`src/rtl/rbus_vga_eve_ctrl_pkg.sv`:
```
// Shared types and VGA event command codes for the ring-bus VGA event initiator
// and the device-side block that decodes the same commands.
package rbus_vga_eve_ctrl_pkg;

   localparam logic [7:0] CMD_VGA_SET_BASE     = 8'h20;
   localparam logic [7:0] CMD_VGA_SET_PH_WIDTH = 8'h21;
   localparam logic [7:0] CMD_VGA_SET_LO_WIDTH = 8'h22;
   localparam logic [7:0] CMD_VGA_SET_LO_HEIGHT= 8'h23;
   localparam logic [7:0] CMD_VGA_SET_MODE     = 8'h24;
   localparam logic [7:0] CMD_VGA_SET_TEXT     = 8'h25;
   localparam logic [7:0] CMD_VGA_PUT_CHAR     = 8'h26;
   localparam logic [7:0] CMD_VGA_SET_H_POL    = 8'h27;
   localparam logic [7:0] CMD_VGA_SET_V_POL    = 8'h28;

   localparam logic [2:0] CFG_LAST_IDX = 3'd7;

   typedef enum logic [1:0] {
      IDLE,
      CFG,
      CHR
   } state_t;

   typedef struct packed {
      logic [38:0] base_addr;
      logic [15:0] ph_width;
      logic [15:0] lo_width;
      logic [15:0] lo_height;
      logic [1:0]  mode;
      logic        text_ena;
      logic        h_pol;
      logic        v_pol;
   } vga_cfg_t;

   typedef struct packed {
      logic [7:0]  cmd;
      logic [39:0] ptr;
   } vga_eve_t;

   // Burst slot -> event; the device expects polarities before the text enable.
   function automatic vga_eve_t cfg_event(input vga_cfg_t c, input logic [2:0] idx);
      vga_eve_t e;
      case (idx)
         3'd0: begin e.cmd = CMD_VGA_SET_BASE;      e.ptr = {1'b0, c.base_addr};  end
         3'd1: begin e.cmd = CMD_VGA_SET_PH_WIDTH;  e.ptr = {24'd0, c.ph_width};  end
         3'd2: begin e.cmd = CMD_VGA_SET_LO_WIDTH;  e.ptr = {24'd0, c.lo_width};  end
         3'd3: begin e.cmd = CMD_VGA_SET_LO_HEIGHT; e.ptr = {24'd0, c.lo_height}; end
         3'd4: begin e.cmd = CMD_VGA_SET_MODE;      e.ptr = {38'd0, c.mode};      end
         3'd5: begin e.cmd = CMD_VGA_SET_H_POL;     e.ptr = {39'd0, c.h_pol};     end
         3'd6: begin e.cmd = CMD_VGA_SET_V_POL;     e.ptr = {39'd0, c.v_pol};     end
         default: begin e.cmd = CMD_VGA_SET_TEXT;   e.ptr = {39'd0, c.text_ena};  end
      endcase
      return e;
   endfunction

endpackage

```
`src/rtl/rbus_vga_chr_fifo.sv`:
```
// Character FIFO with registered full/empty flags; a push while full is taken
// only when a pop frees the slot in the same cycle.
module rbus_vga_chr_fifo #(
   parameter int DEPTH = 16,
   parameter int W     = 8
) (
   input  logic                       clk,
   input  logic                       rst,
   input  logic                       push,
   input  logic [W-1:0]               push_data,
   input  logic                       pop,
   output logic [W-1:0]               head,
   output logic [$clog2(DEPTH):0]     count,
   output logic                       full,
   output logic                       empty
);
   localparam int AW = $clog2(DEPTH);
   localparam logic [AW:0] DEPTH_CNT = (AW+1)'(DEPTH);

   logic [W-1:0]  mem [DEPTH];
   logic [AW-1:0] wr_ptr_reg, rd_ptr_reg;
   logic [AW:0]   count_reg, count_next;
   logic          full_reg, empty_reg;
   logic          do_push, do_pop;

   assign do_pop  = pop && !empty_reg;
   assign do_push = push && (!full_reg || do_pop);

   always_comb begin
      count_next = count_reg;
      if (do_push && !do_pop)
         count_next = count_reg + 1'b1;
      else if (!do_push && do_pop)
         count_next = count_reg - 1'b1;
   end

   always_ff @(posedge clk) begin
      if (rst) begin
         wr_ptr_reg <= '0;
         rd_ptr_reg <= '0;
         count_reg  <= '0;
         full_reg   <= 1'b0;
         empty_reg  <= 1'b1;
      end else begin
         if (do_push) wr_ptr_reg <= wr_ptr_reg + 1'b1;
         if (do_pop)  rd_ptr_reg <= rd_ptr_reg + 1'b1;
         count_reg <= count_next;
         full_reg  <= (count_next == DEPTH_CNT);
         empty_reg <= (count_next == '0);
      end
   end

   // Storage has no reset; contents are only visible once counted in.
   always_ff @(posedge clk) begin
      if (do_push) mem[wr_ptr_reg] <= push_data;
   end

   assign head  = mem[rd_ptr_reg];
   assign count = count_reg;
   assign full  = full_reg;
   assign empty = empty_reg;

endmodule

```
`src/rtl/rbus_vga_eve_ctrl.sv`:
```
// Ring-bus event initiator for the VGA device: replays a snapshotted display
// configuration as a SET_* burst and drains a character FIFO as PUT_CHAR events.
module rbus_vga_eve_ctrl
   import rbus_vga_eve_ctrl_pkg::*;
#(
   parameter logic [7:0] DEV_ID      = 8'h00,
   parameter int         CHAR_DEPTH  = 16,
   parameter int         ACK_TIMEOUT = 1023
) (
   input  logic        clk,
   input  logic        rst,
   input  logic [38:0] cfg_base_addr,
   input  logic [15:0] cfg_ph_width,
   input  logic [15:0] cfg_lo_width,
   input  logic [15:0] cfg_lo_height,
   input  logic [1:0]  cfg_mode,
   input  logic        cfg_text_ena,
   input  logic        cfg_h_pol,
   input  logic        cfg_v_pol,
   input  logic        cfg_apply,
   output logic        cfg_busy,
   input  logic        chr_stb,
   input  logic [7:0]  chr_data,
   output logic        chr_rdy,
   output logic        d2r_eve_stb,
   output logic [7:0]  d2r_eve_cmd,
   output logic [7:0]  d2r_eve_dev,
   output logic [39:0] d2r_eve_ptr,
   input  logic        d2r_eve_ack,
   output logic        timeout_err,
   input  logic        err_clr
);
   localparam int          TW      = (ACK_TIMEOUT > 1) ? $clog2(ACK_TIMEOUT) : 1;
   localparam logic [TW-1:0] TO_LAST = TW'((ACK_TIMEOUT > 0) ? ACK_TIMEOUT - 1 : 0);
   localparam bit          TO_EN   = (ACK_TIMEOUT != 0);

   state_t      state_reg, state_next;
   logic [2:0]  idx_reg, idx_next;
   vga_cfg_t    snap_reg, snap_next, cfg_in;
   logic        pending_reg, pending_next;
   logic        stb_reg, stb_next;
   logic [7:0]  cmd_reg, cmd_next;
   logic [39:0] ptr_reg, ptr_next;
   logic        busy_reg;
   logic        terr_reg;
   logic [TW-1:0] wait_cnt_reg;
   logic        timeout_hit, done, chr_done;
   vga_eve_t    ev;

   logic [7:0]                    fifo_head;
   logic [$clog2(CHAR_DEPTH):0]   fifo_count;
   logic                          fifo_full, fifo_empty, fifo_pop;

   rbus_vga_chr_fifo #(
      .DEPTH (CHAR_DEPTH),
      .W     (8)
   ) u_chr_fifo (
      .clk       (clk),
      .rst       (rst),
      .push      (chr_stb),
      .push_data (chr_data),
      .pop       (fifo_pop),
      .head      (fifo_head),
      .count     (fifo_count),
      .full      (fifo_full),
      .empty     (fifo_empty)
   );

   always_comb begin
      cfg_in.base_addr = cfg_base_addr;
      cfg_in.ph_width  = cfg_ph_width;
      cfg_in.lo_width  = cfg_lo_width;
      cfg_in.lo_height = cfg_lo_height;
      cfg_in.mode      = cfg_mode;
      cfg_in.text_ena  = cfg_text_ena;
      cfg_in.h_pol     = cfg_h_pol;
      cfg_in.v_pol     = cfg_v_pol;
   end

   // A stalled event is abandoned on its ACK_TIMEOUT-th unacknowledged cycle.
   assign timeout_hit = TO_EN && stb_reg && !d2r_eve_ack && (wait_cnt_reg == TO_LAST);
   assign done        = stb_reg && (d2r_eve_ack || timeout_hit);
   assign chr_done    = (state_reg == CHR) && done;
   assign fifo_pop    = chr_done && !fifo_empty;

   always_comb begin
      state_next   = state_reg;
      idx_next     = idx_reg;
      snap_next    = snap_reg;
      pending_next = pending_reg | cfg_apply;
      stb_next     = stb_reg;
      cmd_next     = cmd_reg;
      ptr_next     = ptr_reg;
      ev           = '0;
      case (state_reg)
         IDLE: begin
            if (pending_reg || cfg_apply) begin
               snap_next    = cfg_in;
               ev           = cfg_event(cfg_in, 3'd0);
               stb_next     = 1'b1;
               cmd_next     = ev.cmd;
               ptr_next     = ev.ptr;
               idx_next     = 3'd0;
               pending_next = 1'b0;
               state_next   = CFG;
            end else if (fifo_count != '0) begin
               stb_next   = 1'b1;
               cmd_next   = CMD_VGA_PUT_CHAR;
               ptr_next   = {32'd0, fifo_head};
               state_next = CHR;
            end
         end
         CFG: begin
            if (done) begin
               if (idx_reg == CFG_LAST_IDX) begin
                  stb_next   = 1'b0;
                  state_next = IDLE;
               end else begin
                  idx_next = idx_reg + 3'd1;
                  if (timeout_hit) begin
                     stb_next = 1'b0;
                  end else begin
                     ev       = cfg_event(snap_reg, idx_reg + 3'd1);
                     stb_next = 1'b1;
                     cmd_next = ev.cmd;
                     ptr_next = ev.ptr;
                  end
               end
            end else if (!stb_reg) begin
               // Gap cycle after a timed-out slot: issue the current slot.
               ev       = cfg_event(snap_reg, idx_reg);
               stb_next = 1'b1;
               cmd_next = ev.cmd;
               ptr_next = ev.ptr;
            end
         end
         CHR: begin
            if (done) begin
               stb_next   = 1'b0;
               state_next = IDLE;
            end
         end
         default: begin
            stb_next   = 1'b0;
            state_next = IDLE;
         end
      endcase
   end

   always_ff @(posedge clk) begin
      if (rst) begin
         state_reg    <= IDLE;
         idx_reg      <= 3'd0;
         snap_reg     <= '0;
         pending_reg  <= 1'b0;
         stb_reg      <= 1'b0;
         cmd_reg      <= 8'd0;
         ptr_reg      <= 40'd0;
         busy_reg     <= 1'b0;
         terr_reg     <= 1'b0;
         wait_cnt_reg <= '0;
      end else begin
         state_reg   <= state_next;
         idx_reg     <= idx_next;
         snap_reg    <= snap_next;
         pending_reg <= pending_next;
         stb_reg     <= stb_next;
         cmd_reg     <= cmd_next;
         ptr_reg     <= ptr_next;
         busy_reg    <= (state_next == CFG) | pending_next;
         if (timeout_hit)
            terr_reg <= 1'b1;
         else if (err_clr)
            terr_reg <= 1'b0;
         if (stb_reg && !d2r_eve_ack && !timeout_hit)
            wait_cnt_reg <= wait_cnt_reg + 1'b1;
         else
            wait_cnt_reg <= '0;
      end
   end

   assign cfg_busy    = busy_reg;
   assign chr_rdy     = !fifo_full;
   assign d2r_eve_stb = stb_reg;
   assign d2r_eve_cmd = cmd_reg;
   assign d2r_eve_dev = DEV_ID;
   assign d2r_eve_ptr = ptr_reg;
   assign timeout_err = terr_reg;

endmodule
```
`config.mk`:
```
export PLATFORM = sky130hd
export DESIGN_NAME = rbus_vga_eve_ctrl
export DESIGN_NICKNAME = d
export VERILOG_FILES = /design/src/rtl/rbus_vga_eve_ctrl_pkg.sv /design/src/rtl/rbus_vga_chr_fifo.sv /design/src/rtl/rbus_vga_eve_ctrl.sv
export SDC_FILE = /design/constraint.sdc
export NUM_CORES = 1
export LEC_CHECK = 0
export BUFFER_PORTS_ARGS = -buffer_cell sky130_fd_sc_hd__buf_4
export CORE_ASPECT_RATIO = 1.5
export CORE_UTILIZATION = 29
export DETAILED_ROUTE_END_ITERATION = 16
export GPL_TIMING_DRIVEN = 0
export PLACE_DENSITY_LB_ADDON = 0.12
export SLEW_MARGIN = 20
export SYNTH_ARGS = -nofsm -noshare
export SYNTH_HDL_FRONTEND = slang
export SYNTH_SLANG_ARGS = --single-unit
```
`constraint.sdc`:
```
create_clock -name clk -period 4.1 [get_ports clk]
set_input_delay 0.41 -clock clk [delete_from_list [all_inputs] [get_ports clk]]
set_output_delay 0.41 -clock clk [all_outputs]
set_load 0.1 [all_outputs]
```
==> impl_metrics.csv <==
group,metric,value,unit
run_status,status,"finished, final reports clean",
worst_setup_path,cp_common_cell,"clkbuf_1",
logic_synthesis,synth_compound_area_share,14.2,%
routing,drtPass1Iterations,7,
logic_synthesis,synth-xor-area-share,1.13,%
clocking,h-tree-depth,2,
hold_path,holdPathEnd,"snap_reg[28]$_SDFFE_PP0P_",
routing,routedWlPerCell,20.1,um
place,pre_cts_ws,0.773,ns
logic_synthesis,yosysSeqAreaShare,55.6,%
worst_setup_path,crit_chain,"inv_1 > ha_1 > clkbuf_1 > a211oi_1 > nor2_1 > nand4_1 > clkbuf_1 > a21oi_1 > a2111oi_0 > nor3_1",
worst_setup_path,end_kind,"flop",
global_routing,antenna_found_initial,0,
routing,ant_nets,0,
finish,layout-drive-gt1-share,22.4,%
sta,tightest_slew,0.985,ns
sta,fin_skew,0.0348,ns
clocking,postCtsHoldBufs,0,
global_routing,grt_max_degree,17,
hold_path,hold_depth,3,
place,dpl.hpwl,30400,um
place,gp_congestion,0.867,
sta,fin_crit,3.43,ns
hold_path,worstHoldStart,"cfg_lo_width[7]",
sta,fmax,0.291,GHz
clocking,cts_setup_buffers,0,
place,io_buffer_count,152,
hold_path,hp-class,"in -> reg",
logic_synthesis,synthAdderAreaFrac,1.81,%
global_routing,grt_pass1_wl,60600,um
worst_setup_path,worstSetupPathType,"reg -> reg",
finish,largest_register_ffs,128,
clocking,cts_resized,0,
routing,post_drt_via_cell_ratio,4.91,
power_and_ir_drop,pwr-share-comb,21.2,%
sta,whs,0.129,ns
worst_setup_path,timing.rr.start,"idx_reg[2]$_SDFFE_PP0P_",
die,fp.dieH,263,um
routing,dr_total_vias,10000,
logic_synthesis,synthTopCellsByCount,"219 x nand2_1, 174 x dfxtp_1, 137 x a21oi_1",
worst_setup_path,crit_arrival,3.82,ns
finish,postLayoutCoreUtil,36.1,%
power_and_ir_drop,peakVddDrop,0.277,mV
sta,final_hold_viol_count,0,
global_routing,grt.total_usage,17.5,%
logic_synthesis,synthCells,1233,
die,dieArea,46300,sq um
sta,setup_ws,0.667,ns
sta,final.setup.tns,0,ns
logic_synthesis,synth.top_cell.area_share,29.2,%
die,rows,95,
die,initial_utilization,29.4,%
clocking,cts_tree,"built",
clocking,clkSinkCount,302,
worst_setup_path,path_max_fanout,10,
routing,routed_wl,40900,um
logic_synthesis,synth_edf_count,128,
power_and_ir_drop,fin_total_pwr,8.17,mW
clocking,cts-root-buf,"clkbuf_16",
sta,min_period_over_period,83.7,%
worst_setup_path,path_buf_inv,3,
power_and_ir_drop,power_density,505,nW/um^2
worst_setup_path,critical_path.top_delay_family,"compound AO/OA/AOI/OAI gates",
routing,drtIter0Drc,730,
routing,drc,0,
worst_setup_path,reg2regPathDepth,10,
worst_setup_path,reg2reg_slack,0.67,ns
global_routing,grt_pass1_vias,10100,
logic_synthesis,async_reset_ff_share,0,%
logic_synthesis,synth_cell_types,60,
worst_setup_path,critPathLaunchType,"flop",
clocking,cts_buffer_depth,3,
worst_setup_path,slowest_delay,0.58,ns
die,num_io_pins,166,
sta,final_max_slew_viol_count,0,
logic_synthesis,synth_most_common_cell,"nand2_1",
logic_synthesis,synth_top_cell_by_area,"edfxtp_1",
clocking,cts_buffers,34,
power_and_ir_drop,p_leak,5.81,nW
logic_synthesis,synthFlopType,"dfxtp_1",
finish,num-nets-final,1557,
worst_setup_path,r2r_end,"d2r_eve_ptr[15]$_SDFFE_PP0P_",
finish,syn2layout_area_growth,22.9,%
logic_synthesis,synth_area,13200,sq um
logic_synthesis,synthSimpleGateAreaFrac,15.5,%
power_and_ir_drop,p_seq_share,42.2,%
power_and_ir_drop,p_int,5.52,mW
sta,setup-violations-final,0,
clocking,clk_latency,0.53,ns
sta,maxSlewHeadroom,34.1,%
sta,rsz0062_at_grt,"no",
logic_synthesis,synth.area.mux_share,7.56,%
power_and_ir_drop,p_clk_share,36.6,%
worst_setup_path,required,4.48,ns
global_routing,grt-ovfl-total,0,
logic_synthesis,avgSynthCellArea,10.7,sq um
logic_synthesis,synth_area_leaders,"edfxtp_1 29%, dfxtp_1 26%, nand2_1 6.2%, mux4_2 5.8%, a21oi_1 5.2%",
logic_synthesis,synth_top_family_by_area,"simple AND/OR/NAND/NOR gates",
worst_setup_path,crit_slowest_cell,"clkbuf_1",
job,maxCapViolCount,0,
die,die_w,176,um
clocking,clk_pin_slew,0.07,ns
die,design.core.area,44800,sq um
power_and_ir_drop,p_sw_share,32.4,%
logic_synthesis,ys.warnings.count,0,
power_and_ir_drop,switchingPower,2.65,mW
logic_synthesis,ys_ff_latch,302,
finish,diodes,0,
[cells by family (layout without fill, tap and decap cells)]
| logic type | after synthesis | after routing |
|---|---|---|
| AO/OA/AOI/OAI | 263 | 263 |
| XOR/XNOR | 17 | 17 |
| adder cells (fa/ha/maj) | 19 | 19 |
| buffers and inverters | 120 | 331 |
| flip-flops | 302 | 302 |
| multiplexers | 55 | 55 |
| other | 1 | 12 |
| AND/OR/NAND/NOR | 456 | 456 |
[area by class of cell]
class | instances | area, sq um
buffer | 107 | 498
tap | 582 | 728
sequential | 302 | 7330
clock buffer | 48 | 985
inverter | 13 | 48.8
fill | 4494 | 28600
clock inverter | 11 | 93.8
multi-input combinational | 822 | 5350
timing repair buffer | 152 | 1140
[worst reg2reg max path, delay by kind of cell (launching register included)]
family	cells	cell delay (ns)
compound gates	3	1.10
fa+ha+maj	1	0.31
buf+inv	3	0.92
flops	1	0.46
simple gates	3	0.50
[routing by layer]
metal / wire, um / part of all wire [%] / track usage [%] / vias to the layer above
met5: 0 / 0 / 0 / -
met4: 1440 / 3.5 / 7.05 / 0
met3: 1780 / 4.4 / 2.47 / 63
met2: 21900 / 54 / 32.8 / 282
met1: 15700 / 38 / 19.6 / 4796
li1: - / - / - / 4862
[worst max path at each step]
| stage | cells past startpoint | slack [ns] | end | startpoint |
|---|---|---|---|---|
| floorplan | 7 | 1.00 | u_chr_fifo.mem[0][0]$_DFFE_PP_ | d2r_eve_stb$_SDFFE_PP0P_ |
| global placement | 9 | 0.48 | u_chr_fifo.mem[0][7]$_DFFE_PP_ | wait_cnt_reg[0]$_SDFF_PP0_ |
| global route | 10 | 0.44 | d2r_eve_ptr[14]$_SDFFE_PP0P_ | idx_reg[2]$_SDFFE_PP0P_ |
| finish | 10 | 0.67 | d2r_eve_ptr[15]$_SDFFE_PP0P_ | idx_reg[2]$_SDFFE_PP0P_ |
| CTS | 9 | 0.74 | u_chr_fifo.mem[9][1]$_DFFE_PP_ | wait_cnt_reg[0]$_SDFF_PP0_ |
| detailed placement | 9 | 0.77 | u_chr_fifo.mem[9][7]$_DFFE_PP_ | wait_cnt_reg[0]$_SDFF_PP0_ |
[cell usage in the layout, fill, tap and decap left out, types with 12 or more instances in the layout]
cell type and count:
nand2_1 219, dfxtp_1 174, buf_4 167, a21oi_1 137, nor2_1 129, edfxtp_1 128, clkbuf_1 78, clkbuf_16 35
mux4_2 34, nor3_1 33, a22oi_1 26, nor3_2 24, a221oi_2 20, ha_1 19, a222oi_1 17, mux2_2 15
inv_1 13, conb_1 12
[power by group through the flow]
stage | sequential, mW | combinational (mW) | clock, mW
after floorplan | 4.00 | 0.718 | 0
after global routing | 3.47 | 1.85 | 3.19
after global placement | 3.51 | 1.74 | 0
after CTS | 3.45 | 1.75 | 3.08
final | 3.45 | 1.73 | 2.99
after detailed placement | 3.51 | 1.75 | 0
[stage by stage]
step	instance area, sq um	instances
floorplan	13200	1244
global placement	15100	1978
detailed placement	15100	1978
CTS	16200	2037
global route	16200	2037
finish	16200	2037
Power figures use the tool's default switching activity.
